`src/rtl/ac_motor_pwm_decoder_pkg.sv`:
```
// ---------------------------------------------------------------------------
// ac_motor_pwm_decoder_pkg
// Shared definitions for the AC motor PWM decoder:
//   - decoder FSM state encoding
//   - per-period counter operation encoding
//   - default counter width and carrier-loss timeout
// ---------------------------------------------------------------------------
package ac_motor_pwm_decoder_pkg;

  localparam int CNT_W_DEF      = 16;
  localparam int MAX_PERIOD_DEF = 65535;

  typedef enum logic [1:0] {
    ST_IDLE    = 2'd0,
    ST_MEASURE = 2'd1,
    ST_LOST    = 2'd2
  } state_e;

  // Counter operation applied on a clock edge:
  //   OP_CLR  - force to zero
  //   OP_LOAD - start a new period with this cycle's contribution
  //   OP_INC  - accumulate this cycle's contribution
  typedef enum logic [1:0] {
    OP_CLR  = 2'd0,
    OP_LOAD = 2'd1,
    OP_INC  = 2'd2
  } cnt_op_e;

endpackage

```
`src/rtl/ac_motor_pwm_decoder_if.sv`:
```
// ---------------------------------------------------------------------------
// ac_motor_pwm_decoder_if
// Bundle between the bridge-drive/carrier side and the decoder.
//   master : drives enable, cw, ccw, out1, en1, out2, en2;
//            receives duty, period, float_cnt, valid, timeout, dir_err
//   slave  : the decoder (mirror image of master)
// ---------------------------------------------------------------------------
interface ac_motor_pwm_decoder_if #(
  parameter int CNT_W = 16
);

  logic                  enable;
  logic                  cw;
  logic                  ccw;
  logic                  out1;
  logic                  en1;
  logic                  out2;
  logic                  en2;
  logic signed [CNT_W:0] duty;
  logic [CNT_W-1:0]      period;
  logic [CNT_W-1:0]      float_cnt;
  logic                  valid;
  logic                  timeout;
  logic                  dir_err;

  modport master (
    output enable, cw, ccw, out1, en1, out2, en2,
    input  duty, period, float_cnt, valid, timeout, dir_err
  );

  modport slave (
    input  enable, cw, ccw, out1, en1, out2, en2,
    output duty, period, float_cnt, valid, timeout, dir_err
  );

endinterface

```
`src/rtl/ac_motor_pwm_leg_counter.sv`:
```
// ---------------------------------------------------------------------------
// ac_motor_pwm_leg_counter
// Per-leg high-cycle and float-cycle counter for one carrier period.
// Ports:
//   clk, reset     - clock, synchronous active-high reset
//   op             - clear / load-on-sync / accumulate
//   hi             - this cycle counts as "leg driven high"
//   fl             - this cycle counts as "floating" for this counter
//   high_cnt       - accumulated high cycles (current period so far)
//   flt_cnt        - accumulated float cycles (current period so far)
// ---------------------------------------------------------------------------
module ac_motor_pwm_leg_counter
  import ac_motor_pwm_decoder_pkg::*;
#(
  parameter int CNT_W = CNT_W_DEF
) (
  input  logic             clk,
  input  logic             reset,
  input  cnt_op_e          op,
  input  logic             hi,
  input  logic             fl,
  output logic [CNT_W-1:0] high_cnt,
  output logic [CNT_W-1:0] flt_cnt
);

  logic [CNT_W-1:0] high_q, high_d;
  logic [CNT_W-1:0] flt_q,  flt_d;

  always_comb begin
    high_d = high_q;
    flt_d  = flt_q;
    unique case (op)
      OP_CLR: begin
        high_d = '0;
        flt_d  = '0;
      end
      OP_LOAD: begin
        high_d = CNT_W'(hi);
        flt_d  = CNT_W'(fl);
      end
      OP_INC: begin
        high_d = high_q + CNT_W'(hi);
        flt_d  = flt_q  + CNT_W'(fl);
      end
      default: begin
        high_d = '0;
        flt_d  = '0;
      end
    endcase
  end

  always_ff @(posedge clk) begin
    if (reset) begin
      high_q <= '0;
      flt_q  <= '0;
    end else begin
      high_q <= high_d;
      flt_q  <= flt_d;
    end
  end

  assign high_cnt = high_q;
  assign flt_cnt  = flt_q;

endmodule

```
`src/rtl/ac_motor_pwm_decoder.sv`:
```
// ---------------------------------------------------------------------------
// ac_motor_pwm_decoder
// Reconstructs the applied signed duty of an H-bridge PWM once per carrier
// period. A period starts on each rising edge of cw (triangle at minimum).
// Ports:
//   clk, reset - clock, synchronous active-high reset
//   bus.slave  - inputs : enable, cw, ccw, out1, en1, out2, en2
//                outputs: duty (signed high_A - high_B), period, float_cnt,
//                         valid (1-cycle strobe), timeout (sticky until
//                         next sync), dir_err (sticky until reset)
// ---------------------------------------------------------------------------
module ac_motor_pwm_decoder
  import ac_motor_pwm_decoder_pkg::*;
#(
  parameter int CNT_W      = CNT_W_DEF,
  parameter int MAX_PERIOD = MAX_PERIOD_DEF
) (
  input logic                   clk,
  input logic                   reset,
  ac_motor_pwm_decoder_if.slave bus
);

  localparam logic [CNT_W-1:0] MAX_CYC = CNT_W'(MAX_PERIOD);

  state_e                state_q, state_d;
  cnt_op_e               op;
  logic                  cw_q, cw_d;
  logic                  sync;
  logic [CNT_W-1:0]      cyc_q, cyc_d;
  logic signed [CNT_W:0] duty_q, duty_d;
  logic [CNT_W-1:0]      period_q, period_d;
  logic [CNT_W-1:0]      float_q, float_d;
  logic                  valid_q, valid_d;
  logic                  timeout_q, timeout_d;
  logic                  dir_err_q, dir_err_d;

  logic                  h_a, h_b, fl_a, fl_b;
  logic [CNT_W-1:0]      high_a, high_b, flt_a, flt_b;

  function automatic logic signed [CNT_W:0] leg_diff(input logic [CNT_W-1:0] a,
                                                     input logic [CNT_W-1:0] b);
    return $signed({1'b0, a}) - $signed({1'b0, b});
  endfunction

  assign cw_d = bus.cw;
  assign sync = bus.cw & ~cw_q;

  assign h_a  = bus.en1 & bus.out1;
  assign h_b  = bus.en2 & bus.out2;
  // Float cycles are split so the two legs never count the same cycle:
  // leg B only counts when leg A is enabled, so fl_a + fl_b == ~en1 | ~en2.
  assign fl_a = ~bus.en1;
  assign fl_b = ~bus.en2 & bus.en1;

  ac_motor_pwm_leg_counter #(.CNT_W(CNT_W)) u_leg_a (
    .clk      (clk),
    .reset    (reset),
    .op       (op),
    .hi       (h_a),
    .fl       (fl_a),
    .high_cnt (high_a),
    .flt_cnt  (flt_a)
  );

  ac_motor_pwm_leg_counter #(.CNT_W(CNT_W)) u_leg_b (
    .clk      (clk),
    .reset    (reset),
    .op       (op),
    .hi       (h_b),
    .fl       (fl_b),
    .high_cnt (high_b),
    .flt_cnt  (flt_b)
  );

  // Next-state logic
  always_comb begin
    state_d = state_q;
    if (!bus.enable) begin
      state_d = ST_IDLE;
    end else begin
      unique case (state_q)
        ST_IDLE:    if (sync) state_d = ST_MEASURE;
        ST_MEASURE: if (!sync && (cyc_q >= MAX_CYC)) state_d = ST_LOST;
        ST_LOST:    if (sync) state_d = ST_MEASURE;
        default:    state_d = ST_IDLE;
      endcase
    end
  end

  // Output / datapath control
  always_comb begin
    op        = OP_CLR;
    valid_d   = 1'b0;
    duty_d    = duty_q;
    period_d  = period_q;
    float_d   = float_q;
    timeout_d = timeout_q;
    dir_err_d = dir_err_q | (bus.cw & bus.ccw);
    if (bus.enable) begin
      unique case (state_q)
        ST_IDLE: begin
          // The period in flight when we arrive is partial; start fresh.
          if (sync) begin
            op        = OP_LOAD;
            timeout_d = 1'b0;
          end
        end
        ST_MEASURE: begin
          if (sync) begin
            // Report the period that just ended; the sync cycle opens the next.
            op       = OP_LOAD;
            valid_d  = 1'b1;
            duty_d   = leg_diff(high_a, high_b);
            period_d = cyc_q;
            float_d  = flt_a + flt_b;
          end else if (cyc_q >= MAX_CYC) begin
            op        = OP_CLR;
            timeout_d = 1'b1;
          end else begin
            op = OP_INC;
          end
        end
        ST_LOST: begin
          if (sync) begin
            op        = OP_LOAD;
            timeout_d = 1'b0;
          end
        end
        default: op = OP_CLR;
      endcase
    end
  end

  always_comb begin
    unique case (op)
      OP_LOAD: cyc_d = CNT_W'(1);
      OP_INC:  cyc_d = cyc_q + CNT_W'(1);
      default: cyc_d = '0;
    endcase
  end

  // State register
  always_ff @(posedge clk) begin
    if (reset) begin
      state_q   <= ST_IDLE;
      cw_q      <= 1'b0;
      cyc_q     <= '0;
      duty_q    <= '0;
      period_q  <= '0;
      float_q   <= '0;
      valid_q   <= 1'b0;
      timeout_q <= 1'b0;
      dir_err_q <= 1'b0;
    end else begin
      state_q   <= state_d;
      cw_q      <= cw_d;
      cyc_q     <= cyc_d;
      duty_q    <= duty_d;
      period_q  <= period_d;
      float_q   <= float_d;
      valid_q   <= valid_d;
      timeout_q <= timeout_d;
      dir_err_q <= dir_err_d;
    end
  end

  assign bus.duty      = duty_q;
  assign bus.period    = period_q;
  assign bus.float_cnt = float_q;
  assign bus.valid     = valid_q;
  assign bus.timeout   = timeout_q;
  assign bus.dir_err   = dir_err_q;

endmodule

```
`src/flat_wrapper.sv`:
```
// flat-port wrapper written by rule: the top's interface ports become plain ports
module ac_motor_pwm_decoder_flat import ac_motor_pwm_decoder_pkg::*;
#(
  parameter int CNT_W      = CNT_W_DEF,
  parameter int MAX_PERIOD = MAX_PERIOD_DEF
)
  (clk, reset, bus_enable, bus_cw, bus_ccw, bus_out1, bus_en1, bus_out2, bus_en2, bus_duty, bus_period, bus_float_cnt, bus_valid, bus_timeout, bus_dir_err);
  ac_motor_pwm_decoder_if #(.CNT_W(CNT_W)) bus_i ();
  input logic clk;
  input logic reset;
  input wire logic [$bits(bus_i.enable)-1:0] bus_enable;
  input wire logic [$bits(bus_i.cw)-1:0] bus_cw;
  input wire logic [$bits(bus_i.ccw)-1:0] bus_ccw;
  input wire logic [$bits(bus_i.out1)-1:0] bus_out1;
  input wire logic [$bits(bus_i.en1)-1:0] bus_en1;
  input wire logic [$bits(bus_i.out2)-1:0] bus_out2;
  input wire logic [$bits(bus_i.en2)-1:0] bus_en2;
  output wire logic [$bits(bus_i.duty)-1:0] bus_duty;
  output wire logic [$bits(bus_i.period)-1:0] bus_period;
  output wire logic [$bits(bus_i.float_cnt)-1:0] bus_float_cnt;
  output wire logic [$bits(bus_i.valid)-1:0] bus_valid;
  output wire logic [$bits(bus_i.timeout)-1:0] bus_timeout;
  output wire logic [$bits(bus_i.dir_err)-1:0] bus_dir_err;
  assign bus_i.enable = bus_enable;
  assign bus_i.cw = bus_cw;
  assign bus_i.ccw = bus_ccw;
  assign bus_i.out1 = bus_out1;
  assign bus_i.en1 = bus_en1;
  assign bus_i.out2 = bus_out2;
  assign bus_i.en2 = bus_en2;
  assign bus_duty = bus_i.duty;
  assign bus_period = bus_i.period;
  assign bus_float_cnt = bus_i.float_cnt;
  assign bus_valid = bus_i.valid;
  assign bus_timeout = bus_i.timeout;
  assign bus_dir_err = bus_i.dir_err;
  ac_motor_pwm_decoder #(.CNT_W(CNT_W), .MAX_PERIOD(MAX_PERIOD)) u_core (.clk(clk), .reset(reset), .bus(bus_i));
endmodule
```
`config.mk`:
```
export PLATFORM = sky130hd
export DESIGN_NAME = ac_motor_pwm_decoder_flat
export DESIGN_NICKNAME = d
export VERILOG_FILES = /design/src/rtl/ac_motor_pwm_decoder_pkg.sv /design/src/rtl/ac_motor_pwm_decoder_if.sv /design/src/rtl/ac_motor_pwm_leg_counter.sv /design/src/rtl/ac_motor_pwm_decoder.sv /design/src/flat_wrapper.sv
export SDC_FILE = /design/constraint.sdc
export NUM_CORES = 1
export LEC_CHECK = 0
export BUFFER_PORTS_ARGS = -buffer_cell sky130_fd_sc_hd__buf_2
export CORE_AREA = 2 2 113 115
export CTS_CLUSTER_SIZE = 28
export DETAILED_ROUTE_END_ITERATION = 6
export DIE_AREA = 0 0 115 117
export PLACE_DENSITY_LB_ADDON = 0.3
export SLEW_MARGIN = 15
export SYNTH_ARGS = -nofsm -noshare
export SYNTH_HDL_FRONTEND = slang
export SYNTH_SLANG_ARGS = --single-unit
```
`constraint.sdc`:
```
create_clock -name clk -period 3.25 [get_ports clk]
set_input_delay 0.1625 -clock clk [delete_from_list [all_inputs] [get_ports clk]]
set_output_delay 0.1625 -clock clk [all_outputs]
set_load 0.01 [all_outputs]
```
# ---- After elaboration in Yosys (flattened, before gate mapping)
# Index checks and enable logic that the tools add are counted.
dict set report word_totals {
  word_cells 68
  ff_bits 135
  input_bits 9
}
dict set report op_classes {
  bitwise 11
  n_addsub 7
  mux 18
  n_lt_le_gt_ge 1
  eq_ne 8
  reduce_logical 10
}
# operator count
set ops {}
lappend ops {{$pmux 16 s2} 5}
lappend ops {{$add 16x1->16} 4}
lappend ops {{$sub 16x16->17} 1}
lappend ops {{$add 16x1->16 const B} 1}
lappend ops {{$add 16x16->16} 1}
lappend ops {{$ge 16x16->1 const B} 1}
lappend ops {{$mux 2} 5}
lappend ops {{$pmux 2 s2} 2}
lappend ops {{$ne 2x1->1 const B} 3}
lappend ops {{$and 1x1->1} 5}
lappend ops {{$mux 1} 5}
lappend ops {{$not 1->1} 5}
lappend ops {{$reduce_and 5->1} 1}
lappend ops {{$eq 2x1->1 const B} 2}
lappend ops {{$eq 2x2->1 const B} 2}
lappend ops {{$reduce_or 2->1} 2}
lappend ops {{$reduce_and 3->1} 1}
lappend ops {{$reduce_or 3->1} 1}
lappend ops {{$logic_not 2->1} 1}
lappend ops {{$ne 2x2->1 const B} 1}
lappend ops {{$pmux 1 s2} 1}
lappend ops {{$reduce_and 2->1} 1}
lappend ops {{$reduce_bool 2->1} 1}
lappend ops {{$logic_and 1x1->1} 1}
lappend ops {{other kinds (2)} 2}

# ---- Longest topological paths before layout
# Gate-level depths: netlist of the first run.
dict set report logic_depth {
  word_depth 7
  mapped_depth 13
  depth_no_buf 11
}

# ---- By module
# Synthesis of the first run repeated with hierarchy kept, for this count alone.
dict set report unflattened {
  cells_unflattened 844
  area_unflattened_um2 7065.5
}
# mod seq_area_each_um2 area_per_inst_um2 instances cells_each
set by_module_without_submodules {}
lappend by_module_without_submodules {ac_motor_pwm_decoder 1421.4 4098.9 1 520}
lappend by_module_without_submodules {{ac_motor_pwm_leg_counter (u_core.u_leg_a)} 640.6 1483.9 1 160}
lappend by_module_without_submodules {{ac_motor_pwm_leg_counter (u_core.u_leg_b)} 640.6 1482.7 1 164}

# ---- Worst setup path before layout of the first run
# OpenSTA, ideal clock, no wires.
dict set report synth_path {
  path_kind {register to register}
  from {register u_core.cyc_q[0]}
  to {register u_core.cyc_q[2]}
  t_required_ps 3122
  n_path_buf 2
  setup_slack_ps 569
  stages_incl_launch_ff 14
  setup_time_ps 128
  arrival_time_ps 2553
  cell_sequence {dfxtp_1 -> ha_1 -> and3_1 -> nand3_1 -> nor2_1 -> nand3_1 -> nand2b_1 -> inv_1 -> ha_1 -> nor2_1 -> nand2_1 -> clkbuf_1 -> buf_1 -> nor2_1}
}
dict set report synth_via {
  elab_chain_len 7
}
# element line_no
set synth_rtl {}
lappend synth_rtl {{start: declaration} ac_motor_pwm_decoder.sv:29} ;# logic [CNT_W-1:0] cyc_q, cyc_d;
lappend synth_rtl {{start signal: assignment} ac_motor_pwm_decoder.sv:157} ;# cyc_q <= cyc_d;
lappend synth_rtl {{$ge 16x16->1} ac_motor_pwm_decoder.sv:116} ;# end else if (cyc_q >= MAX_CYC) begin
lappend synth_rtl {{$mux 2} ac_motor_pwm_decoder.sv:116}
lappend synth_rtl {{$mux 2} ac_motor_pwm_decoder.sv:109} ;# if (sync) begin
lappend synth_rtl {{$pmux 2 s2} ac_motor_pwm_decoder.sv:100} ;# unique case (state_q)
lappend synth_rtl {{$mux 2} ac_motor_pwm_decoder.sv:99} ;# if (bus.enable) begin
lappend synth_rtl {{$eq 2x2->1 / $eq 2x1->1 (equally long branches)} ac_motor_pwm_decoder.sv:135} ;# unique case (op)
lappend synth_rtl {{$pmux 16 s2 (*)} ac_motor_pwm_decoder.sv:135}
# Mark *: on every way between the ends. The rest lies on a longest branch, timed or not.
# A chain may end at the register's enable or synchronous reset.

# ---- Worst setup path in the final report of the first run
dict set report layout_path {
  from {register u_core.cyc_q[0]}
  to {register u_core.u_leg_a.flt_q[4] (netlist: u_core.u_leg_a.flt_cnt[4])}
}
dict set report layout_via {
  elab_chain_len 7
}
# element line_no
set layout_rtl {}
lappend layout_rtl {{$ge 16x16->1 (*)} ac_motor_pwm_decoder.sv:116}
lappend layout_rtl {{$mux 2 (*)} ac_motor_pwm_decoder.sv:116}
lappend layout_rtl {{$mux 2 (*)} ac_motor_pwm_decoder.sv:109}
lappend layout_rtl {{$pmux 2 s2 (*)} ac_motor_pwm_decoder.sv:100}
lappend layout_rtl {{$mux 2 (*)} ac_motor_pwm_decoder.sv:99}
lappend layout_rtl {{$eq 2x2->1 / $eq 2x1->1 (equally long branches)} ac_motor_pwm_leg_counter.sv:32} ;# unique case (op)
lappend layout_rtl {{$pmux 16 s2 (*)} ac_motor_pwm_leg_counter.sv:32}
lappend layout_rtl {{end signal: assignment} ac_motor_pwm_leg_counter.sv:58} ;# flt_q <= flt_d;
lappend layout_rtl {{end: declaration} ac_motor_pwm_leg_counter.sv:27} ;# logic [CNT_W-1:0] flt_q, flt_d;
# Marked as above.

==> results of run 1 <==
worst max-delay path: stages (launching register included):
cell and delay [ns]:
dfxtp_1 0.39, ha_1 0.20, and3_1 0.20, nand3_1 0.19, nor2_1 0.26, nand3_1 0.18
nand2b_1 0.16, inv_1 0.06, ha_1 0.28, nor2_1 0.06, nand2_2 0.10, buf_4 0.39
nor2_1 0.10
layer usage:
| layer | wire length [µm] | up-vias | track usage (%) |
|---|---|---|---|
| li1 | - | 2854 | - |
| met1 | 6990 | 2611 | 29.1 |
| met2 | 6910 | 112 | 37.7 |
| met3 | 509 | 18 | 3.66 |
| met4 | 247 | 0 | 9.56 |
| met5 | 0 | - | 0 |
layout make-up:
class                           instances  area, µm²
Inverter                               30        113
Fill cell                            1058       4600
Clock inverter                         13        179
Multi-Input combinational cell        602       3730
Sequential cell                       135       2700
Clock buffer                           19        433
Tap cell                              150        188
Timing Repair Buffer                   68        368
state kept, by name, indices dropped and copies added, names as in the netlist:
register	cells
u_core.cyc_q	16
u_core.bus.valid	1
u_core.u_leg_a.flt_cnt	16
u_core.state_q	2
u_core.cw_q	1
u_core.bus.dir_err	1
u_core.u_leg_b.high_cnt	16
u_core.bus.period	16
u_core.u_leg_a.high_cnt	16
u_core.bus.duty	17
u_core.bus.float_cnt	16
u_core.u_leg_b.flt_cnt	16
u_core.bus.timeout	1
final timing paths:
kind	cells after the start	to
setup reg to reg	12	u_core.u_leg_a.flt_cnt[4]
hold / removal	3	u_core.state_q[1]
setup / recovery	12	u_core.u_leg_a.flt_cnt[4]
hold reg to reg	2	u_core.bus.period[2]
cell usage after synthesis (16+ instances only):
cell type  count
clkbuf_1      23
nor2_1        96
inv_1         30
nand2_1      101
dfxtp_1      135
a21oi_1       63
ha_1          43
nor3_1        16
nand3_1       35
o21ai_0       29
xor2_1        38
xnor2_1       38
cell families after synthesis:
family | synth area share (%)
buffers and inverters | 3.20
flip-flops | 40.7
AND/OR/NAND/NOR | 24.3
AO/OA/AOI/OAI | 13.0
adder cells (fa/ha/maj) | 8.71
XOR/XNOR | 10.0
power by group through the flow:
stage / sequential, W / clock [W] / combinational, W
floorplan: 0.00170 / 0 / 0.0000372
global placement: 0.00170 / 0 / 0.0000565
detailed placement: 0.00170 / 0 / 0.0000582
CTS: 0.00166 / 0.00202 / 0.0000622
global route: 0.00166 / 0.00210 / 0.0000695
finish: 0.00166 / 0.00199 / 0.0000625
layout by cell type, fill, tap and decap left out, types with 5 or more instances in the layout:
cell / instances
dfxtp_1: 135
nand2_1: 100
nor2_1: 95
a21oi_1: 63
buf_2: 60
ha_1: 43
xor2_1: 38
xnor2_1: 38
nand3_1: 35
inv_1: 30
o21ai_0: 29
clkbuf_16: 17
nor3_1: 16
or3_1: 15
and3_1: 15
nand2b_1: 10
nand3b_1: 9
a211oi_1: 9
nand4_1: 8
nor2b_1: 7
a31oi_1: 6
a21o_1: 5
and2_1: 5
a22o_1: 5
or2_2: 5
clkinv_2: 5
buf_4: 5
through the flow:
stage | total power, W | area [µm²]
after floorplan | 0.00174 | 6640
after global placement | 0.00175 | 7070
after detailed placement | 0.00176 | 7070
after CTS | 0.00374 | 7720
after global routing | 0.00383 | 7720
final | 0.00372 | 7720
repair_timing:
action / 4_1_cts / 5_1_grt
hold buffers: 3 / 0
gates resized for setup: 0 / 0
endpoints found under the hold margin: 2 / 0
==> flow_summary.toml, run 1 <==
[routing]
wl_um = 14700
drt_first_pass_iters = 5
wire_per_inst_um = 14.4
drtAntennaViolNets = 0
viasPerCell = 5.50
drt_iter0_drc = 413
drc = 0
vias = 5595

[worst_setup_path]
crit_fanout = 42
required_ns = 3.54
critical_path_class = "reg2reg"
worstPathArrival_ns = 3.01
worstSetupStartpointType = "flip-flop"
startpoint = "u_core.cyc_q[0]"
reg2reg_from = "u_core.cyc_q[0]"
end_kind = "flip-flop"
r2r_slack_ns = 0.53

[power_and_ir_drop]
p_sw_w = 0.000758
power_frac_comb_pct = 1.7
internal_power_w = 0.00296
p_seq_share_pct = 44.7
power_density_mw_per_mm2 = 482
netSwitchingFraction_pct = 20.4
ir_worst_vdd_mv = 0.247
p_leak_nw = 3.01
p_clk_share_pct = 53.6

[logic_synthesis]
syn_nets = 847
synth_top_area_cell = "dfxtp_1"
netlist-cell-type-count = 55
synth_top_area_share_pct = 40.7
netlist_top_cells_area = "dfxtp_1 41%, ha_1 8.1%, nand2_1 5.7%, nor2_1 5.4%, xnor2_1 5.0%"
yosys_register_bits = 135
avgSynthCellArea_um2 = 8.37
synth_flop_cell = "dfxtp_1"
async_flop_share_pct = 0
ys_seq_area_share_pct = 40.7
syn_inst = 793
ys_warn_count = 0
synthesis.area_mm2 = 0.00664
synth_edf_count = 0

[timing]
setup_viol = 0
layout_min_cycle_time_ns = 2.72
rsz0062_at_grt = "no"
skew_ns = 0.00574
final.setup.worst_slack_ns = 0.530
worst_slew_pin_slew_ns = 0.934
slew_violations = 0
hold_ws_ns = 0.0443
relSlewSlack_pct = 37.7
min_period_over_period_pct = 83.7
max_freq_mhz = 368
fin_setup_tns_ns = 0
hold_viol = 0

[placement]
dp_hpwl_um = 10400
dp_cells = 982
routabilityCongestion = 0.878
dpl_worst_slack_ns = 0.542
port_buffers = 60

[min_path]
min_path_type = "in2reg"
hold_start = "bus_enable"

[grt]
antenna_found_initial = 0
grt_max_degree = 54
grt_pass1_vias = 5321
grt_pass1_wl_um = 24200
gr-usage-all-layers_pct = 22.5
grt_overflow = 0

[cells_and_area]
final_net_count = 908
finalNonFillerCells = 1017
area.growth.synth_to_final_pct = 16.2
final_util_pct = 62.7
drive_above_1_share_pct = 13.0
diodes = 0

[clock_tree]
clkTransAtPathRegs_ns = 0.06
htreeDepth = 4
post_cts_buffers = 0
cts_tree = "yes"
clock-sinks = 135
root_buffer = "clkbuf_16"
insertion_delay_ns = 0.42
numCtsBuffers = 17
ctsLongestPathBuffers = 2

[outcome]
status = "complete, no violations"

[floorplanning]
std_cell_rows = 41
io_pins = 61
die_y_um = 117
core_mm2 = 0.0123
die_w_um = 115
start_util_pct = 53.9
die_area_mm2 = 0.0135

[job]
max_cap_viol_count = 0
(Power assumes the default switching activity.)
==> run 2, diff against run 1 <==
- ABC_AREA: not set -> 1
- CORE_AREA: 2 2 113 115 -> 2 2 123 125
- DIE_AREA: 0 0 115 117 -> 0 0 125 127
- clock period: 3.25 -> 2.44 ns (I/O delays scaled with it)
==> run 2 against run 1 <==
- the flow now finishes with violations (DRC)
- combinational power grew 130%
- final cell count up 43%
- via count grew 33%
- synthesized cell count rose by 49%
- worst setup slack got worse by 0.32 ns
- cell area is 17% higher
- critical endpoint is now u_core.u_leg_b.flt_cnt[9]
==> flow_summary.toml, run 2 <==
[power_and_ir_drop]
p_leak_nw = 4.12
ir_worst_vdd_mv = 0.598
finalPower_w = 0.00502
power_density_mw_per_mm2 = 558

[routing]
wire_per_inst_um = 13.0
wl_um = 18800
drt_first_pass_iters = 7
drc = 7
drt_iter0_drc = 472
vias = 7417
drtAntennaViolNets = 0
viasPerCell = 5.12

[worst_setup_path]
crit_path_max_incr_delay_ns = 0.35
path_buf_inv = 5
reg2reg_from = "u_core.cyc_q[1]"
crit_top_cell = "inv_1"
end_kind = "flip-flop"
critical_path.cell_chain = "ha_2 > nand3_2 > inv_1 > nand2_1 > o21bai_1 > inv_1 > nand3_2 > inv_1 > ha_4 > inv_2 > nand2_2 > buf_6 > a21oi_1 > o21a_1"
cpMaxStageDelayCell = "dfxtp_1"
r2r_slack_ns = 0.22
crit_fanout = 25
worstPathArrival_ns = 2.54
required_ns = 2.75
crit_cells = 14
startpoint = "u_core.cyc_q[1]"
critical_path_class = "reg2reg"
worstSetupStartpointType = "flip-flop"
endpoint = "u_core.u_leg_b.flt_cnt[9]"
critPathTopFamily = "buffers and inverters"
worst_r2r_endpoint = "u_core.u_leg_b.flt_cnt[9]"
rr_worst_depth = 14

[logic_synthesis]
synth_top_area_share_pct = 34.7
netlist-cell-type-count = 40
synth_flop_cell = "dfxtp_1"
synth.area.mux_share_pct = 0
yosys-top-cells-count = "264 x nand2_1, 209 x inv_1, 155 x nor2_1"
yosys.area_share.simple_pct = 33.3
syn_nets = 1235
ys_warn_count = 0
synth-xor-area-share_pct = 1.24
ys_seq_area_share_pct = 34.7
netlist_top_cells_area = "dfxtp_1 35%, nand2_1 13%, inv_1 10%, nor2_1 7.5%, ha_1 6.9%"
syn_inst = 1181
synth_top_family_by_area = "simple AND/OR/NAND/NOR gates"
avgSynthCellArea_um2 = 6.60
synth_fa_ha_area_share_pct = 7.41
synth_compound_area_share_pct = 11.2
yosysMostFrequentCell = "nand2_1"
synth_top_area_cell = "dfxtp_1"
yosys_register_bits = 135
synthesis.area_mm2 = 0.00780
async_flop_share_pct = 0
synth_edf_count = 0

[cells_and_area]
final_area_mm2 = 0.00899
final_common_cell = "nand2_1"
final_cell_mix = "264 x nand2_1, 208 x inv_1, 155 x nor2_1"
area.growth.synth_to_final_pct = 15.4
final_net_count = 1308
largest_register_ffs = 17
diodes = 0
drive_above_1_share_pct = 12.5

[placement]
place_area_mm2 = 0.00831
dp_hpwl_um = 13700
port_buffers = 60
routabilityCongestion = 0.901

[outcome]
failed_checks = "DRC"
status = "complete, but fails checks"

[clock_tree]
cts_tree = "yes"
root_buffer = "clkbuf_16"
htreeDepth = 4
clock-sinks = 135
numCtsBuffers = 17
clkTransAtPathRegs_ns = 0.06
ctsLongestPathBuffers = 2
insertion_delay_ns = 0.43

[floorplanning]
core_mm2 = 0.0144
std_cell_rows = 44
die_w_um = 125
start_util_pct = 54.1
die_y_um = 127
die_area_mm2 = 0.0159
io_pins = 61

[timing]
fin_setup_tns_ns = 0
min_period_over_period_pct = 91.2
hold_viol = 0
worst_slew_pin_slew_ns = 0.829
max_freq_mhz = 449
setup_viol = 0
relSlewSlack_pct = 44.7
slew_violations = 0
layout_min_cycle_time_ns = 2.22
skew_ns = 0.0100
rsz0062_at_grt = "no"

[grt]
grt_overflow = 0
grt_max_degree = 83
grt_pass1_vias = 6827
antenna_found_initial = 0
gr-usage-all-layers_pct = 24.3
grt_pass1_wl_um = 31800

[min_path]
min_path_type = "in2reg"

[job]
max_cap_viol_count = 0
==> run 2: area by class of cell <==
| type | count | area (µm²) |
|---|---|---|
| Tap cell | 184 | 230 |
| Sequential cell | 135 | 2700 |
| Inverter | 213 | 807 |
| Clock buffer | 19 | 453 |
| Timing Repair Buffer | 77 | 474 |
| Fill cell | 1346 | 5430 |
| Clock inverter | 12 | 153 |
| Multi-Input combinational cell | 810 | 4170 |
==> run 2: logic make-up (layout without fill, tap and decap cells) <==
logic type,count (synthesis),after routing
adder cells (fa/ha/maj),45,45
buffers and inverters,236,321
flip-flops,135,135
AND/OR/NAND/NOR,590,590
XOR/XNOR,11,11
AO/OA/AOI/OAI,164,164
==> run 2: where the power goes <==
part,internal (W),total (W),switching (W)
combinational,0.0000528,0.000144,0.0000916
clock,0.00165,0.00264,0.000990
sequential,0.00222,0.00223,0.00000847
==> run 2: per-stage QoR <==
| stage | worst slack [ns] | util (%) | instances | hold WS [ns] |
|---|---|---|---|---|
| after floorplan | 0.190 | - | 1181 | 0.229 |
| after global placement | 0.115 | 57.6 | 1414 | 0.357 |
| after detailed placement | 0.0276 | 57.6 | 1414 | 0.368 |
| after CTS | 0.0594 | 62.0 | 1447 | 0.00709 |
| after global routing | 0.0275 | 62.4 | 1450 | 0.0251 |
| final | 0.215 | 62.4 | 1450 | 0.0132 |
==> run 2: worst min-delay path, cell delays in order <==
cell,delay [ns]
buf_2,0.10
inv_1,0.06
nand2_1,0.06
a21oi_1,0.05
==> run 2: routing by layer <==
metal / part of all wire [%] / track usage (%) / vias to the layer above / routed length (µm)
li1: - / - / 3888 / -
met1: 46 / 31.6 / 3288 / 8580
met2: 46 / 40.3 / 201 / 8690
met3: 6.3 / 5.19 / 40 / 1190
met4: 1.9 / 8.30 / 0 / 367
met5: 0 / 0 / - / 0
==> run 2: worst min path at each step <==
stage | from | to | depth (start not counted)
detailed placement | bus_cw | u_core.cw_q | 3
global route | bus_en1 | u_core.u_leg_a.flt_cnt[0] | 4
finish | bus_en1 | u_core.u_leg_a.flt_cnt[0] | 4
CTS | bus_en1 | u_core.u_leg_a.flt_cnt[0] | 4
floorplan | bus_cw | u_core.cw_q | 2
global placement | bus_ccw | u_core.bus.dir_err | 3
==> run 2: repair_timing <==
| action | 4_1_cts | 5_1_grt |
|---|---|---|
| endpoints found under the hold margin | 2 | 0 |
| setup endpoints to repair | 1 | 66 |
| hold buffers | 2 | 0 |
| pin swaps | 0 | 1 |
| buffers inserted | 0 | 3 |
| resized for setup | 1 | 8 |
